[config.mk]
export PLATFORM = sky130hd
export DESIGN_NAME = btn_scan_flat
export DESIGN_NICKNAME = d
export VERILOG_FILES = /design/src/rtl/btn_pkg.sv /design/src/rtl/btn_scan_if.sv /design/src/rtl/btn_debounce.sv /design/src/rtl/btn_scan.sv /design/src/flat_wrapper.sv
export SDC_FILE = /design/constraint.sdc
export NUM_CORES = 1
export LEC_CHECK = 0
export ABC_AREA = 1
export CAP_MARGIN = 15
export CORE_AREA = 2 2 75 77
export CTS_CLUSTER_SIZE = 40
export DETAILED_ROUTE_END_ITERATION = 16
export DIE_AREA = 0 0 77 79
export GPL_TIMING_DRIVEN = 0
export PLACE_DENSITY = 0.67
export SLEW_MARGIN = 20
export SYNTH_ARGS = -nofsm -noshare
export SYNTH_HDL_FRONTEND = slang
export SYNTH_SLANG_ARGS = --single-unit
export TNS_END_PERCENT = 10
[constraint.sdc]
create_clock -name clk -period 3.5 [get_ports clk]
set_input_delay 0.7 -clock clk [delete_from_list [all_inputs] [get_ports clk]]
set_output_delay 0.7 -clock clk [all_outputs]
set_load 0.01 [all_outputs]
[src/rtl/btn_pkg.sv]
// btn_pkg: shared button-scan constants, types and helpers
// Cadence defaults match the display multiplexer so both scan on the same tick.
package btn_pkg;
    localparam int BTN_COUNT          = 4;
    localparam int TICK_DIV_DEF       = 20000;
    localparam int DEBOUNCE_TICKS_DEF = 4;

    typedef logic [1:0] btn_code_t;
    typedef enum logic {EMPTY, FULL} hold_t;

    // Index of the lowest set bit; 0 when none is set.
    function automatic btn_code_t low_idx(input logic [BTN_COUNT-1:0] v);
        low_idx = '0;
        for (int i = BTN_COUNT - 1; i >= 0; i--)
            if (v[i]) low_idx = btn_code_t'(i);
    endfunction
endpackage

[src/rtl/btn_scan_if.sv]
// btn_scan_if: button scanner <-> game FSM signal bundle
// btn_in raw buttons, btn_state debounced levels, press_valid/press_code/press_ack
// event handshake, overrun sticky discard flag. master = scanner, slave = FSM side.
interface btn_scan_if;
    import btn_pkg::*;
    logic [BTN_COUNT-1:0] btn_in;
    logic [BTN_COUNT-1:0] btn_state;
    logic                 press_valid;
    btn_code_t            press_code;
    logic                 press_ack;
    logic                 overrun;

    modport master (input btn_in, press_ack, output btn_state, press_valid, press_code, overrun);
    modport slave  (output btn_in, press_ack, input btn_state, press_valid, press_code, overrun);
endinterface

[src/rtl/btn_debounce.sv]
// btn_debounce: two-flop synchroniser plus tick-based debounce for one button
// Ports: clk, rst (async, active-high), tick (debounce cadence), btn_raw (async
// input), state (debounced level).
module btn_debounce #(
    parameter int DEBOUNCE_TICKS = btn_pkg::DEBOUNCE_TICKS_DEF
) (
    input  logic clk,
    input  logic rst,
    input  logic tick,
    input  logic btn_raw,
    output logic state
);
    localparam int CW = $clog2(DEBOUNCE_TICKS + 1);

    logic [1:0]    sync;
    logic [CW-1:0] cnt;

    // Counter only advances while the synchronised level disagrees with state;
    // any agreement restarts the qualification window.
    always_ff @(posedge clk or posedge rst) begin
        if (rst) begin
            sync  <= '0;
            cnt   <= '0;
            state <= 1'b0;
        end else begin
            sync <= {sync[0], btn_raw};
            if (sync[1] == state)
                cnt <= '0;
            else if (tick && cnt == CW'(DEBOUNCE_TICKS - 1)) begin
                state <= sync[1];
                cnt   <= '0;
            end else if (tick)
                cnt <= cnt + CW'(1);
        end
    end
endmodule

[src/rtl/btn_scan.sv]
// btn_scan: debounced push-button scanner delivering one held press event at a time
// Ports: clk, rst (async, active-high), bus (btn_scan_if.master): btn_in in,
// btn_state out, press_valid/press_code out, press_ack in, overrun out.
module btn_scan
    import btn_pkg::*;
#(
    parameter int TICK_DIV       = TICK_DIV_DEF,
    parameter int DEBOUNCE_TICKS = DEBOUNCE_TICKS_DEF
) (
    input logic       clk,
    input logic       rst,
    btn_scan_if.master bus
);
    localparam int PW = $clog2(TICK_DIV + 1);

    logic [PW-1:0]        pre;
    logic                 tick;
    logic [BTN_COUNT-1:0] state, prev, rise;
    logic                 any, multi, ovr;
    hold_t                hs;
    btn_code_t            code;

    assign tick = pre == PW'(TICK_DIV);

    always_ff @(posedge clk or posedge rst) begin
        if (rst) pre <= '0;
        else     pre <= tick ? '0 : pre + PW'(1);
    end

    for (genvar i = 0; i < BTN_COUNT; i++) begin : g_db
        btn_debounce #(.DEBOUNCE_TICKS(DEBOUNCE_TICKS)) u_db (
            .clk    (clk),
            .rst    (rst),
            .tick   (tick),
            .btn_raw(bus.btn_in[i]),
            .state  (state[i])
        );
    end

    assign rise  = state & ~prev;
    assign any   = |rise;
    // More than one bit set: clearing the lowest one leaves something behind.
    assign multi = |(rise & (rise - BTN_COUNT'(1)));

    // An ack frees the slot in the same cycle, so a simultaneous event reloads it.
    always_ff @(posedge clk or posedge rst) begin
        if (rst) begin
            prev <= '0;
            hs   <= EMPTY;
            code <= '0;
            ovr  <= 1'b0;
        end else begin
            prev <= state;
            if (multi) ovr <= 1'b1;
            if (hs == EMPTY || bus.press_ack) begin
                hs <= any ? FULL : EMPTY;
                if (any) code <= low_idx(rise);
            end else if (any)
                ovr <= 1'b1;
        end
    end

    assign bus.btn_state   = state;
    assign bus.press_valid = hs == FULL;
    assign bus.press_code  = code;
    assign bus.overrun     = ovr;
endmodule

[src/flat_wrapper.sv]
// flat-port wrapper written by rule: the top's interface ports become plain ports
module btn_scan_flat import btn_pkg::*;
#(
    parameter int TICK_DIV       = TICK_DIV_DEF,
    parameter int DEBOUNCE_TICKS = DEBOUNCE_TICKS_DEF
)
  (clk, rst, bus_btn_in, bus_press_ack, bus_btn_state, bus_press_valid, bus_press_code, bus_overrun);
  btn_scan_if bus_i ();
  input logic clk;
  input logic rst;
  input wire logic [$bits(bus_i.btn_in)-1:0] bus_btn_in;
  input wire logic [$bits(bus_i.press_ack)-1:0] bus_press_ack;
  output wire logic [$bits(bus_i.btn_state)-1:0] bus_btn_state;
  output wire logic [$bits(bus_i.press_valid)-1:0] bus_press_valid;
  output wire logic [$bits(bus_i.press_code)-1:0] bus_press_code;
  output wire logic [$bits(bus_i.overrun)-1:0] bus_overrun;
  assign bus_i.btn_in = bus_btn_in;
  assign bus_i.press_ack = bus_press_ack;
  assign bus_btn_state = bus_i.btn_state;
  assign bus_press_valid = bus_i.press_valid;
  assign bus_press_code = bus_i.press_code;
  assign bus_overrun = bus_i.overrun;
  btn_scan #(.TICK_DIV(TICK_DIV), .DEBOUNCE_TICKS(DEBOUNCE_TICKS)) u_core (.clk(clk), .rst(rst), .bus(bus_i));
endmodule
Yosys cells after proc, flatten, opt, wreduce, memory -nomap -nowiden

Index checks and enable logic that the tools add are counted.

$mul: 0
Div/mod/pow operators: 0
Equal/unequal tests: 9
$add $sub $neg: 6
Reductions and logical operators: 16
$lt $le $gt $ge: 0
Mux-type cells: 21
Shifts and indexed selects: 0
Bitwise logic cells: 8

Operators by type and width:

| operator              | count |
|---|---|
| $mux 3                | 12 |
| $add 15x1->15 const B | 1 |
| $eq 15x15->1 const B  | 1 |
| $mux 15               | 1 |
| $add 3x1->3 const B   | 4 |
| $eq 3x2->1 const B    | 4 |
| $reduce_bool 3->1     | 4 |
| $reduce_and 2->1      | 5 |
| $and 4x4->4           | 2 |
| $mux 2                | 4 |
| $reduce_or 4->1       | 2 |
| $not 1->1             | 5 |
| $eq 1x1->1            | 4 |
| $logic_and 1x1->1     | 4 |
| $mux 1                | 4 |
| $not 4->4             | 1 |
| $sub 4x1->4 const B   | 1 |
| $logic_or 1x1->1      | 1 |

Bits in latches: 0
Memories: 0
Bits in read-only memories: 0
Output and inout bits: 8
Bits in registers: 47
RAM bits: 0

Logic depth before layout (Yosys ltp)

Gate-level depths: netlist of the first run.

Depth after elaboration: 8
Depth in mapped cells: 9

Hierarchy

Synthesis of the first run repeated with hierarchy kept, for this count alone.

Cells, all modules: 282
Area, all modules: 2225.9 µm²

By module, submodules not included:

| module       | area each (µm²) | cells an instance | instances |
|---|---|---|---|
| btn_scan     | 1154.9          | 154               | 1 |
| btn_debounce | 267.8           | 32                | 4 |

Least setup slack after synthesis of the first run

Ideal clock, no wire load.

Path kind: flip-flop to flip-flop
Start point: reg u_core.pre[0]
End point: reg u_core.g_db[2].u_db.cnt[0]
Clock period less this slack: 1.412 ns
Buffers on the path: 0
Data arrival time: 1.293 ns
Stages on the path, launching flop included: 10
Setup slack: 2.088 ns
Library setup time: 0.118 ns
Required time: 3.382 ns
Cells stage by stage: dfrtp_1 > inv_1 > ha_1 > inv_1 > nor2_1 > nand3_4 > nor2_8 > inv_2 > nand3_1 > nand2_1

Cells in the longest elaborated chain, start to end: 4
Elaborated cells on any way between the ends: 5

Ends and longest elaborated chain:

| item                     | RTL line           | text |
|---|---|---|
| start: declaration       | btn_scan.sv:16     | `logic [PW-1:0] pre;` |
| start signal: assignment | btn_scan.sv:27     | `else pre <= tick ? '0 : pre + PW'(1);` |
| $eq 15x15->1 *           | btn_scan.sv:23     | `assign tick = pre == PW'(TICK_DIV);` |
| $logic_and 1x1->1        | btn_debounce.sv:29 | `else if (tick && cnt == CW'(DEBOUNCE_TICKS - 1)) begin` |
| $mux 3                   | btn_debounce.sv:29 |  |
| $mux 3                   | btn_debounce.sv:27 | `if (sync[1] == state)` |
| end signal: assignment   | btn_debounce.sv:33 | `cnt <= cnt + CW'(1);` |
| end: declaration         | btn_debounce.sv:16 | `logic [CW-1:0] cnt;` |

Mark *: on every way between the ends. The rest lies on a longest branch, timed or not.
A chain may end at the register's enable or synchronous reset.

Final worst setup path of the first run

Start point: reg u_core.g_db[3].u_db.state
End point: out bus_btn_state[3]

RTL lines:

| item                     | RTL line           | text |
|---|---|---|
| start: declaration       | btn_debounce.sv:11 | `output logic state` |
| start signal: assignment | btn_debounce.sv:30 | `state <= sync[1];` |
| end: declaration         | flat_wrapper.sv:13 | `output wire logic [$bits(bus_i.btn_state)-1:0] bus_btn_state;` |

No word-level cell between the ends.

==> summary.log, run 1 <==
qor: drt.vias_per_cell 4.65
qor: worst_hold_path.worst_hold_path.num_cells 0
qor: clock_network.clk_latency 0.30 ns
qor: die.initial_core_util 43.6%
qor: yosys.synth.yosys.warnings 0
qor: final_layout.layout-drive-gt1-share 11.2%
qor: yosys.synth-seq-area-share 50.6%
qor: die.die-height 79 um
qor: sta.final_period_minus_worst_setup_slack 2.16 ns
qor: critical_path.rr_endpoint u_core.g_db[3].u_db.state$_DFFE_PP0P_
qor: critical_path.worst-r2r-setup-slack 1.90 ns
qor: status.run_status complete, no violations
qor: yosys.netlist-cell-type-count 24
qor: critical_path.crit_path_start_kind flip-flop
qor: yosys.mappedNetlistArea 0.00233 mm^2
qor: drt.drt-total-wl 4100 um
qor: yosys.synth_top_area_share 50.6%
qor: yosys.edff_count_synth 0
qor: global_routing.vias_in_the_first_global_route 1705
qor: final_layout.num-fill-cells 514
qor: clock_network.post-cts-setup-buffers 0
qor: worst_hold_path.worst_hold_path.endpoint u_core.g_db[0].u_db.sync[1]$_DFF_PP0_
qor: global_routing.grt.total_usage 15.6%
qor: worst_hold_path.min_from u_core.g_db[0].u_db.sync[0]$_DFF_PP0_
qor: worst_hold_path.worstHoldPathType reg -> reg
qor: final_layout.flow.area_growth_from_synthesis 15.8%
qor: yosys.synth_area_per_cell 8.58 um^2
qor: clock_network.cts_htree_levels 2
qor: critical_path.timing.critical_path.fanout_max 7
qor: final_layout.n_antenna_cell 0
qor: final_layout.regArea 0.00118 mm^2
qor: sta.setup-violations-final 0
qor: clock_network.clock_sinks 47
qor: power.cell_internal_pwr 0.000774 W
qor: final_layout.finalCoreUtilization 50.4%
qor: drt.drt_iter0_drc 57
qor: die.std_cell_rows 27
qor: critical_path.r2r_start u_core.pre[0]$_DFF_PP0_
qor: drt.firstDrtPassIters 4
qor: global_routing.overflow 0
qor: drt.antenna_violating_nets_post_route 0
qor: clock_network.cts_hold_buf 0
qor: yosys.netlist.top_cell.by_area sky130_fd_sc_hd__dfrtp_1
qor: power.share_seq_of_total_power 56.2%
qor: critical_path.critical_path_arrival 1.46 ns
qor: clock_network.tritoncts yes
qor: clock_network.cts_inserted_buffers 5
qor: sta.totalNegativeSetupSlack 0 ns
qor: power.net-switching-power 0.000205 W
qor: sta.tightest_slew 0.407 ns
qor: critical_path.worst_r2r_path_depth 9
qor: critical_path.critical_path_required 2.80 ns
qor: die.ioPinCount 15
qor: job.drv_cap 0
qor: die.die-area 0.00608 mm^2
qor: sta.grt_setup_unrepaired false
qor: clock_network.cts.path.max_buffers 2
qor: sta.final.period_utilization 61.9%
qor: die.die_w 77 um
qor: sta.slew_viol_final 0
qor: sta.fin_skew 0.00687 ns
qor: yosys.synthesis.nets 284
qor: critical_path.worstSetupEndpointType output port
qor: clock_network.ctsResizeCount 0
qor: drt.routedWlPerCell 11.2 um
qor: placed_design.numPortBuffers 14
qor: placed_design.place_ws 1.66 ns
qor: global_routing.grt_antenna_before_repair 0
qor: drt.drc_errors 0
qor: placed_design.place_hpwl 3070 um
qor: global_routing.grt_first_pass_wirelength 7580 um
qor: sta.final_critical_path_setup_slack 1.34 ns
qor: yosys.synth-main-ff-cell sky130_fd_sc_hd__dfrtp_1
qor: power.power_leakage 1.43 nW
qor: final_layout.area_of_the_multi_input_gates 908 um^2
qor: yosys.ys_ff_latch 47
qor: final_layout.final_nets 306
qor: yosys.synth.top_cells.by_count sky130_fd_sc_hd__nand2_1 (62), sky130_fd_sc_hd__inv_1 (48), sky130_fd_sc_hd__dfrtp_1 (47), sky130_fd_sc_hd__nor2_1 (27), sky130_fd_sc_hd__nand3_1 (25)
qor: global_routing.grt_max_degree 36
qor: power.sw_frac_of_total 20.9%
qor: clock_network.ctsRootBufferMaster sky130_fd_sc_hd__clkbuf_8
qor: drt.via_count_of_the_routed_design 1702
qor: power.power_frac_comb 2.6%
qor: yosys.syn-instance-count 271
qor: power.power.density_cell_area 364 mW/mm^2
qor: power.pwr-share-clk 41.2%
qor: yosys.biggest_area_contributors_in_the_synthesized_netlist sky130_fd_sc_hd__dfrtp_1 (51%), sky130_fd_sc_hd__nand2_1 (10%), sky130_fd_sc_hd__inv_1 (7.7%)
qor: sta.report.final.hold_viol_count 0
qor: placed_design.globalplace.congestion 0.867
qor: yosys.synth.most_common_cell sky130_fd_sc_hd__nand2_1
qor: sta.relSlewSlack 72.7%
qor: power.peakVddDrop 0.164 mV
qor: die.core_area 0.00534 mm^2
qor: sta.max_freq 0.462 GHz
qor: critical_path.timing.setup.critical_path_class reg -> out
qor: yosys.synthArstFlopShare 100%
qor: clock_network.clk_slew_on_worst_s_h_paths 0.09 ns
[worst max path at each step]
stage / start / to / slack [ns]
2_1_floorplan: rst / u_core.bus.overrun$_DFF_PP0_ / 1.68
3_3_place_gp: rst / u_core.g_db[1].u_db.sync[1]$_DFF_PP0_ / 0.75
3_5_place_dp: u_core.g_db[3].u_db.state$_DFFE_PP0P_ / bus_btn_state[3] / 1.66
4_1_cts: u_core.g_db[3].u_db.state$_DFFE_PP0P_ / bus_btn_state[3] / 1.33
5_1_grt: u_core.g_db[2].u_db.state$_DFFE_PP0P_ / bus_btn_state[2] / 1.26
6_report: u_core.g_db[3].u_db.state$_DFFE_PP0P_ / bus_btn_state[3] / 1.34
[layer usage]
metal  part of all wire (%)  GRT usage [%]
met4                    1.3           4.82
met5                      0              0
met2                     49           26.8
met1                     47           19.6
met3                    2.6           3.75
[registers in the layout (all words and copies together) (netlist names)]
register,flops
u_core.bus.overrun,1
u_core.bus.press_code,2
u_core.bus.press_valid,1
u_core.g_db.u_db.cnt,12
u_core.g_db.u_db.state,4
u_core.g_db.u_db.sync,8
u_core.pre,15
u_core.prev,4
[kinds of logic after synthesis]
logic type / synth area share (%)
compound gates: 1.51
xor+xnor: 3.39
fa+ha+maj: 3.23
buf+inv: 10.4
flops: 50.6
simple gates: 30.9
[layout make-up]
| class | count | area share, % |
|---|---|---|
| Sequential cell | 47 | 43.7 |
| Multi-Input combinational cell | 168 | 33.7 |
| Inverter | 51 | 7.11 |
| Timing Repair Buffer | 15 | 5.95 |
| Tap cell | 72 | 3.35 |
| Clock buffer | 5 | 2.56 |
| Buffer | 5 | 1.86 |
| Clock inverter | 3 | 1.77 |
[cell usage in the layout (no fill, tap or decap), types with 4 or more instances in the layout]
cell                               n
sky130_fd_sc_hd__ha_1              6
sky130_fd_sc_hd__clkbuf_8          5
sky130_fd_sc_hd__clkdlybuf4s50_1  14
sky130_fd_sc_hd__nand2_1          62
sky130_fd_sc_hd__inv_2             4
sky130_fd_sc_hd__inv_1            47
sky130_fd_sc_hd__nand3_1          25
sky130_fd_sc_hd__nand4_2           4
sky130_fd_sc_hd__nand4_1          10
sky130_fd_sc_hd__nor3_1            6
sky130_fd_sc_hd__o21ai_0           4
sky130_fd_sc_hd__dfrtp_1          47
sky130_fd_sc_hd__buf_4             4
sky130_fd_sc_hd__nor2_1           27
sky130_fd_sc_hd__xor2_1            8
[worst max-delay path: stages (launching register included)]
cell	delay [ns]
sky130_fd_sc_hd__dfrtp_1	0.49
sky130_fd_sc_hd__buf_4	0.15
sky130_fd_sc_hd__clkdlybuf4s50_1	0.52
[power groups by stage]
stage / Combinational [W] / Sequential (W) / Clock [W]
4_1_cts: 0.0000265 / 0.000551 / 0.000418
5_1_grt: 0.0000290 / 0.000552 / 0.000442
6_report: 0.0000252 / 0.000551 / 0.000403
3_3_place_gp: 0.0000233 / 0.000561 / 0
2_1_floorplan: 0.0000117 / 0.000561 / 0
3_5_place_dp: 0.0000264 / 0.000562 / 0
[per-stage QoR]
stage | total power [W] | std cells | hold slack (ns) | cell area (um^2)
floorplan | 0.000573 | 271 | 0.331 | 2330
global placement | 0.000585 | 357 | 0.332 | 2560
detailed placement | 0.000588 | 358 | 0.336 | 2580
CTS | 0.000995 | 366 | 0.359 | 2690
global route | 0.00102 | 366 | 0.374 | 2690
finish | 0.000979 | 366 | 0.355 | 2690
Power figures use the tool's default switching activity.
==> run 2: changes to the inputs <==
==> constraint.sdc (replaced) <==
create_clock -name clk -period 2.2 [get_ports clk]
set_input_delay 0.44 -clock clk [delete_from_list [all_inputs] [get_ports clk]]
set_output_delay 0.44 -clock clk [all_outputs]
set_load 0.01 [all_outputs]
==> results of run 2 <==
The final DEF is identical to that of run 1. Status: complete, no violations.
Main changes from that run: setup slack after placement 1.66 ns -> 0.589 ns; setup slack after layout 1.34 ns -> 0.295 ns; register-to-register setup slack 1.90 ns -> 0.60 ns; total power 0.000979 W -> 0.00156 W; worst IR drop on VDD 0.164 mV -> 0.261 mV
